**src/rtl/traffic_phase_scheduler_if.sv**
```systemverilog
// Sensor/button inputs and lamp/debug outputs of the intersection phase scheduler.
// The scheduler takes the slave view; whoever drives the sensors takes the master view.
interface traffic_phase_scheduler_if;
  logic       car_ew;
  logic       ped_req;
  logic [1:0] ns;
  logic [1:0] ew;
  logic       walk;
  logic [2:0] phase;

  modport master (output car_ew, output ped_req,
                  input ns, input ew, input walk, input phase);
  modport slave  (input car_ew, input ped_req,
                  output ns, output ew, output walk, output phase);
endinterface

```
**src/rtl/traffic_phase_scheduler.sv**
```systemverilog
// Four-way intersection phase scheduler: NS home green, EW/pedestrian round-robin,
// min/max green, yellow and all-red clearance timing, lamps driven from flops.
module traffic_phase_scheduler #(
  parameter int unsigned MIN_GREEN = 8,
  parameter int unsigned MAX_GREEN = 20,
  parameter int unsigned YELLOW    = 4,
  parameter int unsigned ALL_RED   = 2,
  parameter int unsigned PED_WALK  = 6,
  parameter int unsigned CNT_W     = 8
) (
  input logic                     clock,
  input logic                     clear,
  traffic_phase_scheduler_if.slave bus
);

  localparam logic [2:0] S_NSG  = 3'd0;
  localparam logic [2:0] S_NSY  = 3'd1;
  localparam logic [2:0] S_AR   = 3'd2;
  localparam logic [2:0] S_EWG  = 3'd3;
  localparam logic [2:0] S_EWY  = 3'd4;
  localparam logic [2:0] S_WALK = 3'd5;

  localparam logic [1:0] LAMP_RED = 2'd0;
  localparam logic [1:0] LAMP_YEL = 2'd1;
  localparam logic [1:0] LAMP_GRN = 2'd2;

  localparam logic [CNT_W-1:0] T_ZERO  = {CNT_W{1'b0}};
  localparam logic [CNT_W-1:0] T_ONE   = CNT_W'(1);
  localparam logic [CNT_W-1:0] T_SAT   = {CNT_W{1'b1}};
  localparam logic [CNT_W-1:0] T_MIN_G = CNT_W'(MIN_GREEN - 1);
  localparam logic [CNT_W-1:0] T_MAX_G = CNT_W'(MAX_GREEN - 1);
  localparam logic [CNT_W-1:0] T_YEL   = CNT_W'(YELLOW - 1);
  localparam logic [CNT_W-1:0] T_AR    = CNT_W'(ALL_RED - 1);
  localparam logic [CNT_W-1:0] T_WALK  = CNT_W'(PED_WALK - 1);

  logic [2:0]       state_q, state_d;
  logic [CNT_W-1:0] t_q, t_d;
  logic             ped_pend_q, ped_pend_d;
  logic             rr_q, rr_d;
  logic             from_ns_q, from_ns_d;
  logic [1:0]       ns_q, ns_d;
  logic [1:0]       ew_q, ew_d;
  logic             walk_q, walk_d;
  logic             enter_s;

  // State register; lamps are registered from the next state so they track state_q exactly.
  always_ff @(posedge clock or posedge clear) begin
    if (clear) begin
      state_q    <= S_NSG;
      t_q        <= T_ZERO;
      ped_pend_q <= 1'b0;
      rr_q       <= 1'b0;
      from_ns_q  <= 1'b1;
      ns_q       <= LAMP_GRN;
      ew_q       <= LAMP_RED;
      walk_q     <= 1'b0;
    end else begin
      state_q    <= state_d;
      t_q        <= t_d;
      ped_pend_q <= ped_pend_d;
      rr_q       <= rr_d;
      from_ns_q  <= from_ns_d;
      ns_q       <= ns_d;
      ew_q       <= ew_d;
      walk_q     <= walk_d;
    end
  end

  // Next-state: every green exits through its yellow and then all-red.
  always_comb begin
    state_d = state_q;
    case (state_q)
      S_NSG: begin
        if ((t_q >= T_MIN_G) && (bus.car_ew || ped_pend_q)) state_d = S_NSY;
        else                                                 state_d = S_NSG;
      end
      S_NSY: begin
        if (t_q == T_YEL) state_d = S_AR;
        else              state_d = S_NSY;
      end
      S_AR: begin
        if (t_q != T_AR)                       state_d = S_AR;
        else if (!from_ns_q)                   state_d = S_NSG;
        else if (bus.car_ew && ped_pend_q)     state_d = rr_q ? S_WALK : S_EWG;
        else if (bus.car_ew)                   state_d = S_EWG;
        else if (ped_pend_q)                   state_d = S_WALK;
        else                                   state_d = S_NSG;
      end
      S_EWG: begin
        if ((t_q >= T_MIN_G) && (!bus.car_ew || (t_q == T_MAX_G))) state_d = S_EWY;
        else                                                      state_d = S_EWG;
      end
      S_EWY: begin
        if (t_q == T_YEL) state_d = S_AR;
        else              state_d = S_EWY;
      end
      S_WALK: begin
        if (t_q == T_WALK) state_d = S_AR;
        else               state_d = S_WALK;
      end
      default: state_d = S_NSG;
    endcase
  end

  // Phase timer and the arbitration bookkeeping that rides on state entry.
  always_comb begin
    enter_s = (state_d != state_q);

    if (enter_s)             t_d = T_ZERO;
    else if (t_q == T_SAT)   t_d = t_q;
    else                     t_d = t_q + T_ONE;

    // A press on the same edge that enters WALK stays pending for the next cycle.
    if (bus.ped_req)                          ped_pend_d = 1'b1;
    else if (enter_s && (state_d == S_WALK))  ped_pend_d = 1'b0;
    else                                      ped_pend_d = ped_pend_q;

    if (enter_s && (state_d == S_EWG))        rr_d = 1'b1;
    else if (enter_s && (state_d == S_WALK))  rr_d = 1'b0;
    else                                      rr_d = rr_q;

    if (enter_s && (state_d == S_NSY))                              from_ns_d = 1'b1;
    else if (enter_s && ((state_d == S_EWY) || (state_d == S_WALK))) from_ns_d = 1'b0;
    else                                                            from_ns_d = from_ns_q;
  end

  // Lamp decode of the upcoming state.
  always_comb begin
    ns_d   = LAMP_RED;
    ew_d   = LAMP_RED;
    walk_d = 1'b0;
    case (state_d)
      S_NSG:   ns_d   = LAMP_GRN;
      S_NSY:   ns_d   = LAMP_YEL;
      S_AR:    ns_d   = LAMP_RED;
      S_EWG:   ew_d   = LAMP_GRN;
      S_EWY:   ew_d   = LAMP_YEL;
      S_WALK:  walk_d = 1'b1;
      default: ns_d   = LAMP_GRN;
    endcase
  end

  assign bus.ns    = ns_q;
  assign bus.ew    = ew_q;
  assign bus.walk  = walk_q;
  assign bus.phase = state_q;

endmodule
```
**src/flat_wrapper.sv**
```systemverilog
// flat-port wrapper written by rule: the top's interface ports become plain ports
module traffic_phase_scheduler_flat 
#(
  parameter int unsigned MIN_GREEN = 8,
  parameter int unsigned MAX_GREEN = 20,
  parameter int unsigned YELLOW    = 4,
  parameter int unsigned ALL_RED   = 2,
  parameter int unsigned PED_WALK  = 6,
  parameter int unsigned CNT_W     = 8
)
  (clock, clear, bus_car_ew, bus_ped_req, bus_ns, bus_ew, bus_walk, bus_phase);
  traffic_phase_scheduler_if bus_i ();
  input logic clock;
  input logic clear;
  input wire logic [$bits(bus_i.car_ew)-1:0] bus_car_ew;
  input wire logic [$bits(bus_i.ped_req)-1:0] bus_ped_req;
  output wire logic [$bits(bus_i.ns)-1:0] bus_ns;
  output wire logic [$bits(bus_i.ew)-1:0] bus_ew;
  output wire logic [$bits(bus_i.walk)-1:0] bus_walk;
  output wire logic [$bits(bus_i.phase)-1:0] bus_phase;
  assign bus_i.car_ew = bus_car_ew;
  assign bus_i.ped_req = bus_ped_req;
  assign bus_ns = bus_i.ns;
  assign bus_ew = bus_i.ew;
  assign bus_walk = bus_i.walk;
  assign bus_phase = bus_i.phase;
  traffic_phase_scheduler #(.MIN_GREEN(MIN_GREEN), .MAX_GREEN(MAX_GREEN), .YELLOW(YELLOW), .ALL_RED(ALL_RED), .PED_WALK(PED_WALK), .CNT_W(CNT_W)) u_core (.clock(clock), .clear(clear), .bus(bus_i));
endmodule
```
**config.mk**
```make
export PLATFORM = sky130hd
export DESIGN_NAME = traffic_phase_scheduler_flat
export DESIGN_NICKNAME = d
export VERILOG_FILES = /design/src/rtl/traffic_phase_scheduler_if.sv /design/src/rtl/traffic_phase_scheduler.sv /design/src/flat_wrapper.sv
export SDC_FILE = /design/constraint.sdc
export NUM_CORES = 1
export LEC_CHECK = 0
export CAP_MARGIN = 20
export CORE_MARGIN = 2
export CORE_UTILIZATION = 55
export CTS_BUF_LIST = sky130_fd_sc_hd__clkbuf_16
export CTS_CLUSTER_DIAMETER = 200
export DETAILED_ROUTE_END_ITERATION = 12
export PLACE_DENSITY = 0.81
export SETUP_SLACK_MARGIN = 0.2
export SLEW_MARGIN = 30
export SYNTH_ARGS = -nofsm -noshare
export SYNTH_HDL_FRONTEND = slang
export SYNTH_SLANG_ARGS = --single-unit
```
**constraint.sdc**
```tcl
create_clock -name clock -period 2.8 [get_ports clock]
set_clock_uncertainty 0.1 [all_clocks]
set_input_delay 0.28 -clock clock [delete_from_list [all_inputs] [get_ports clock]]
set_output_delay 0.28 -clock clock [all_outputs]
set_load 0.02 [all_outputs]
```
# Yosys cells after proc, flatten, opt, wreduce, memory -nomap -nowiden
# Index checks and enable logic that the tools add are counted.
# totals
register_bits,19
# classes
add_sub_neg,1
magnitude_cmp,1
n_eq_ne,17
n_mux,22
n_reduce_logical,16
# ops
op,n
$mux 3,9
$pmux 3 s6,1
$mux 8,2
$eq 3x2->1 const B,4
$eq 3x3->1 const B,4
$add 8x1->8 const B,1
$eq 8x2->1 const B,1
$eq 8x3->1 const B,1
$eq 8x5->1 const B,1
$eq 8x8->1 const B,1
$ge 8x3->1 const B,1
$ne 8x1->1 const B,1
$pmux 2 s2,2
$logic_and 1x1->1,7
$mux 1,7
$eq 3x1->1 const B,2
$reduce_bool 2->1,3
$reduce_or 4->1,1
$logic_not 3->1,1
$logic_or 1x1->1,3
$ne 3x3->1,1
$mux 2,1
$ne 2x1->1 const B,1
$logic_not 1->1,1

# Logic depth before layout (Yosys ltp)
# Gate-level depths: netlist (run 1).
# logic_depth
word_depth,11
ltp_mapped,8

# Worst setup path after synthesis (run 1)
# Ideal clock, no wire load.
# synth_timing
path_type,register to register
start,register u_core.t_q[0]
end,register u_core.t_q[6]
setup_time_ps,87
arrival_ps,1843
required_ps,2613
slack_ps,770
path_stages_with_launch,8
cell_sequence,dfrtp_1 -> ha_1 -> clkbuf_8 -> a21oi_1 -> a2111oi_4 -> a41o_1 -> o311a_4 -> a211oi_2
# synth_between
elab_chain_len,7
# synth_rtl
item,line_no,text
start: declaration,traffic_phase_scheduler.sv:37,"logic [CNT_W-1:0] t_q, t_d;"
start signal: assignment,traffic_phase_scheduler.sv:59,t_q <= t_d;
branches (longest 7 deep; another with $ge 8x3->1),--,
# Several ways; the timed one is not identified. The select of a mux whose other input is x is not followed.
# A chain may end at the register's enable or synchronous reset.

# Worst setup path after layout (run 1)
# Same ends and word-level chain as after synthesis.

==> results of run 1 <==
[critical path, delay by kind of cell, from the launching register on]
family	cells	cell delay (ns)
adders and majority gates	1	0.34
DFF	1	0.43
AOI/OAI and AO/OA	5	1.26
[through the flow]
stage,power (mW),std cells,worst slack [ns],utilization
2_1_floorplan,0.974,120,0.770,-
3_3_place_gp,1.12,152,0.671,0.634
3_5_place_dp,1.13,152,0.630,0.634
4_1_cts,1.42,156,0.590,0.674
5_1_grt,1.53,156,0.398,0.674
6_report,1.42,156,0.593,0.674
[sequential cells by signal, summed over array words and instances (netlist names)]
signal	count
u_core.t_q	8
u_core.from_ns_q	1
u_core.rr_q	1
u_core.bus.walk	1
u_core.bus.ew	2
u_core.ped_pend_q	1
u_core.bus.ns	2
u_core.bus.phase	3
[placed cells by master (no fill, tap or decap), types with 2 or more instances in the layout]
cell / Yosys / layout
or2_2: 3 / 3
ha_1: 2 / 2
nand4_1: 6 / 6
dfstp_2: 2 / 2
a41oi_1: 2 / 2
nand2b_1: 2 / 2
o211ai_1: 4 / 4
a211oi_1: 2 / 2
o21ai_0: 4 / 4
a21oi_1: 2 / 2
clkdlybuf4s50_1: 0 / 11
nand3_1: 7 / 7
dfrtp_1: 17 / 17
nand2_1: 9 / 9
and3_1: 3 / 3
nor2_1: 15 / 15
xor2_1: 4 / 4
and2_1: 2 / 2
inv_1: 6 / 7
clkbuf_16: 0 / 3
[logic make-up (layout without fill, tap and decap cells)]
logic type,count (synthesis),in the layout,synth area share
xor+xnor,5,5,0.0376
flops,19,19,0.411
fa+ha+maj,2,2,0.0215
mux,1,1,0.00860
compound gates,24,24,0.184
buf+inv,12,21,0.0634
simple gates,57,57,0.274
[per-layer routing]
metal	GRT usage	wire, um
met2	0.325	1050
met3	0.0273	100
met4	0.0556	0
met1	0.309	1100
met5	0	0
[Yosys cell counts, drive strengths merged (2+ instances only)]
cell / count
and3: 4
ha: 2
nor2: 15
a21o: 2
nand3: 7
nand4: 6
and2: 3
nand2: 9
inv: 6
and4: 2
a211oi: 3
nand2b: 2
buf: 4
a21oi: 2
dfstp: 2
or2: 3
dfrtp: 17
xor2: 4
o211ai: 4
a41oi: 2
o21ai: 4
clkbuf: 2
[where the power goes]
group | total, mW | leakage (nW) | switching, mW | internal [mW]
clock | 0.285 | 0.0423 | 0.0949 | 0.190
combinational | 0.643 | 0.296 | 0.338 | 0.305
sequential | 0.493 | 0.241 | 0.122 | 0.371
total | 1.42 | 0.579 | 0.555 | 0.866
[path summary, 6_finish.rpt]
| path | cells past startpoint | slack [ns] | end |
|---|---|---|---|
| worst max-delay path | 6 | 0.59 | u_core.t_q[6] |
| worst min-delay path | 2 | 0.34 | u_core.ped_pend_q |
| worst max register to register | 6 | 0.59 | u_core.t_q[6] |
| worst min register to register | 2 | 0.43 | u_core.rr_q |
| max in group asynchronous | 2 | 1.81 | u_core.rr_q |
| min in group clock | 2 | 0.43 | u_core.rr_q |
[cell type report]
type / count / area (um2)
Tap cell: 27 / 33.8
Clock inverter: 1 / 3.75
Fill cell: 147 / 647
Timing Repair Buffer: 11 / 110
Sequential cell: 19 / 478
Clock buffer: 3 / 75.1
Inverter: 6 / 22.5
Multi-Input combinational cell: 89 / 612
==> flow_metrics.py, run 1 <==
metrics = {
    "status": {
        "status": "finished, final reports clean",
    },
    "worst_hold_path": {
        "hp-class": "in2async",
    },
    "critical_path": {
        "slowest_stage": "dfrtp_1",
        "required_ns": 2.87,
        "crit_arrival_ns": 2.27,
        "startpoint": "u_core.t_q[0]",
        "cp_max_fo": 10,
        "setup.worst_path.end_class": "flip-flop",
        "reg2reg_from": "u_core.t_q[0]",
        "crit_type": "reg2reg",
        "slowest_delay_ns": 0.43,
        "path_cells": "ha_1, a21oi_1, a2111oi_4, a41o_1, o311a_4, a211oi_2",
        "start_kind": "flip-flop",
    },
    "floorplan": {
        "core-area_um2": 1980,
        "io_pins": 12,
        "design.die.area_um2": 2500,
        "initial_utilization": 0.587,
        "rows": 16,
        "fp.dieH_um": 50.0,
        "chipWidth_um": 50.0,
    },
    "global_routing": {
        "grt_pass1_vias": 858,
        "antenna_found_initial": 0,
        "grt.total_usage": 0.211,
        "grt_pass1_wl_um": 4060,
        "grt_max_degree": 20,
        "gr-total-overflow": 0,
    },
    "placement": {
        "gp_congestion": 0.873,
        "port_buffers": 11,
        "dp.final_hpwl_um": 1640,
        "place_area_um2": 1260,
    },
    "clock_tree": {
        "cts_buffers": 3,
        "path_clk_slew_ns": 0.05,
        "hold_buffers": 0,
        "postCtsSetupRepairBufs": 0,
        "insertion_delay_ns": 0.25,
        "clockRootBuffer": "clkbuf_16",
        "cts_tree": "yes",
        "cts-htree-levels": 1,
        "clockBufferDepth": 2,
        "cts_resized": 0,
        "cts.sinks": 19,
    },
    "yosys": {
        "synth_top_area_share": 0.366,
        "synth_flop_cell": "dfrtp_1",
        "synth_area_um2": 1160,
        "synth_fp_nets": 126,
        "yosys_warnings": 0,
        "ys_async_sr_fraction": 1.00,
        "synth-seq-cells": 19,
        "yosys.area.top_type": "dfrtp_1",
        "synthCells": 120,
        "synth-edff-count": 0,
        "synth.distinct_cells": 44,
        "yosysSeqAreaShare": 0.411,
        "syn_area_per_cell_um2": 9.70,
        "synthTopCellsByArea": "dfrtp_1 37%, nor2_1 4.8%, dfstp_2 4.5%",
    },
    "timing": {
        "final.setup.tns_ns": 0,
        "finalHoldViolCount": 0,
        "worstMarginPinSlew_ns": 0.703,
        "rsz0062_at_grt": "false",
        "report.final.slew_viol_count": 0,
        "period_share": 0.788,
        "max_slew_margin": 0.531,
        "max_freq_mhz": 453,
        "fin_crit_ns": 2.21,
        "hold-worst-slack_ns": 0.341,
        "setup-violations-final": 0,
    },
    "cells_and_area": {
        "n_antenna_cell": 0,
        "fin_nets": 136,
        "drive_above_1_share": 0.147,
        "stdcell_area_um2": 1340,
        "area_growth_pct": 14.7,
    },
    "route": {
        "wirelength_um": 2250,
        "dr.pass1.iters": 4,
        "num_vias": 908,
        "first_iter_violations": 26,
        "drcViolationCount": 0,
        "ant_nets": 0,
        "vias_per_cell": 5.82,
        "wl_per_cell_um": 14.4,
    },
    "power": {
        "irDropWorstVdd_mv": 0.625,
        "powerDensity_nw_per_um2": 1060,
        "power.leakage_nw": 0.579,
    },
    "job": {
        "maxCapViolations": 0,
    },
}
Power figures use the tool's default switching activity.
==> inputs of run 2 (changes only) <==
--- a/config.mk
+++ b/config.mk
@@ -7,11 +7,11 @@
 export LEC_CHECK = 0
 export CAP_MARGIN = 20
 export CORE_MARGIN = 2
-export CORE_UTILIZATION = 55
+export CORE_UTILIZATION = 50
 export CTS_BUF_LIST = sky130_fd_sc_hd__clkbuf_16
 export CTS_CLUSTER_DIAMETER = 200
 export DETAILED_ROUTE_END_ITERATION = 12
-export PLACE_DENSITY = 0.81
+export PLACE_DENSITY = 0.77
 export SETUP_SLACK_MARGIN = 0.2
 export SLEW_MARGIN = 30
 export SYNTH_ARGS = -nofsm -noshare
==> constraint.sdc (replaced) <==
create_clock -name clock -period 2 [get_ports clock]
set_clock_uncertainty 0.1 [all_clocks]
set_input_delay 0.2 -clock clock [delete_from_list [all_inputs] [get_ports clock]]
set_output_delay 0.2 -clock clock [all_outputs]
set_load 0.02 [all_outputs]
==> run 2 against run 1 <==
Effect of this change: sequential power grew 33%; sequential cell count is the same; clock power grew 46%; die area grew 9.2%; power grew 87%; largest cell class unchanged; fmax grew 15%; setup slack lost 0.51 ns; register-to-register slack lost 0.51 ns.
==> flow_metrics.py, run 2 (same netlist as run 1, synthesis figures left out) <==
metrics = {
    "floorplan": {
        "initial_utilization": 0.526,
        "rows": 17,
        "core-area_um2": 2210,
        "chipWidth_um": 52.2,
        "design.die.area_um2": 2730,
        "io_pins": 12,
        "fp.dieH_um": 52.2,
    },
    "clock_tree": {
        "cts_buffers": 3,
        "insertion_delay_ns": 0.25,
        "cts_tree": "yes",
        "cts.sinks": 19,
        "clockRootBuffer": "clkbuf_16",
        "clockBufferDepth": 2,
        "path_clk_slew_ns": 0.06,
        "cts-htree-levels": 1,
    },
    "global_routing": {
        "gr-total-overflow": 0,
        "grt_pass1_vias": 1112,
        "antenna_found_initial": 0,
        "grt_pass1_wl_um": 5200,
        "grt_max_degree": 12,
        "grt.total_usage": 0.268,
    },
    "route": {
        "wirelength_um": 3390,
        "wl_per_cell_um": 18.6,
        "dr.pass1.iters": 4,
        "num_vias": 1134,
        "drcViolationCount": 0,
        "ant_nets": 0,
        "vias_per_cell": 6.23,
        "first_iter_violations": 39,
    },
    "cells_and_area": {
        "area_growth_pct": 43.8,
        "fin_nets": 161,
        "final_common_cell": "buf_4",
        "drive_above_1_share": 0.455,
        "regMostFlops": "u_core.t_q",
        "largest_register_ffs": 8,
        "n_antenna_cell": 0,
        "mostFrequentLayoutCells": "22 x buf_4, 13 x dfrtp_1, 12 x nor2_1",
    },
    "timing": {
        "max_freq_mhz": 521,
        "period_share": 0.960,
        "fin_crit_ns": 1.92,
        "final.setup.worst_slack_ns": 0.0801,
        "finalHoldViolCount": 0,
        "worstMarginPinSlew_ns": 0.395,
        "rsz0062_at_grt": "true",
        "max_slew_margin": 0.737,
        "setup-violations-final": 0,
        "final.setup.tns_ns": 0,
        "report.final.slew_viol_count": 0,
    },
    "power": {
        "power.leakage_nw": 0.713,
        "irDropWorstVdd_mv": 1.05,
        "powerDensity_nw_per_um2": 1580,
    },
    "critical_path": {
        "rr_worst_depth": 6,
        "reg2reg_slack_ns": 0.08,
        "start_kind": "flip-flop",
        "setup.worst_path.end_class": "flip-flop",
        "reg2reg_from": "u_core.t_q[0]",
        "regToRegEndpoint": "u_core.t_q[6]",
        "required_ns": 2.07,
        "crit_arrival_ns": 1.99,
        "startpoint": "u_core.t_q[0]",
        "cp_max_fo": 8,
        "crit_type": "reg2reg",
        "endpoint": "u_core.t_q[6]",
    },
    "worst_hold_path": {
        "hp-class": "in2async",
    },
    "placement": {
        "preCtsSetupSlack_ns": 0.0260,
        "gp_congestion": 0.917,
        "dp.final_hpwl_um": 1910,
        "port_buffers": 11,
    },
    "status": {
        "status": "finished, final reports clean",
    },
    "job": {
        "maxCapViolations": 0,
    },
}
run 2: through the flow:
step           utilization  instances  total power [mW]  hold slack (ns)  instance area (um2)
2_1_floorplan            -        120              1.41           0.0495                 1200
3_3_place_gp         0.626        166              1.71            0.400                 1380
3_5_place_dp         0.626        166              1.76            0.401                 1380
4_1_cts              0.712        178              2.37            0.142                 1580
5_1_grt              0.756        182              2.77            0.186                 1670
6_report             0.756        182              2.65            0.133                 1670
run 2: what timing repair did:
item                                    4_1_cts  5_1_grt
pin swaps                                    10        9
setup buffers                                 8        4
hold buffers                                  0        0
hold endpoints to repair                      0        0
endpoints found under the setup margin       18       18
gates resized for setup                      12       23
run 2: worst min-delay path by stage:
stage               cells past startpoint        start  slack [ns]               end
floorplan                               1        clear        0.05  u_core.bus.ew[0]
global placement                        2  u_core.rr_q        0.40       u_core.rr_q
detailed placement                      2  u_core.rr_q        0.40       u_core.rr_q
CTS                                     2        clear        0.14     u_core.t_q[4]
global route                            2        clear        0.19     u_core.t_q[3]
finish                                  2        clear        0.13     u_core.t_q[4]
run 2: power by group:
part | internal [mW] | switching (mW) | total [mW]
Sequential | 0.521 | 0.133 | 0.654
Clock | 0.266 | 0.150 | 0.416
Combinational | 0.796 | 0.784 | 1.58
Total | 1.58 | 1.07 | 2.65
run 2: metal layers:
layer,up-vias,wire length [um],global-route usage
met4,0,95,0.141
met1,560,1320,0.310
met3,13,196,0.0714
li1,502,-,-
met5,-,0,0
met2,59,1780,0.451
run 2: worst max-delay path, cell delays in order (launching register included):
cell and delay, ns:
dfrtp_2 0.46, ha_4 0.18, nor3b_4 0.15, and2_4 0.19, a41o_1 0.25, o311a_4 0.36, a211oi_2 0.15
run 2: cell type report:
class                      instances  area, um2
clock buffer                       3       75.1
clock inverter                     1       3.75
fill                             119        539
inverter                           6       25.0
multi-input combinational         89        742
sequential                        19        483
tap                               28       35.0
timing repair buffer              36        309
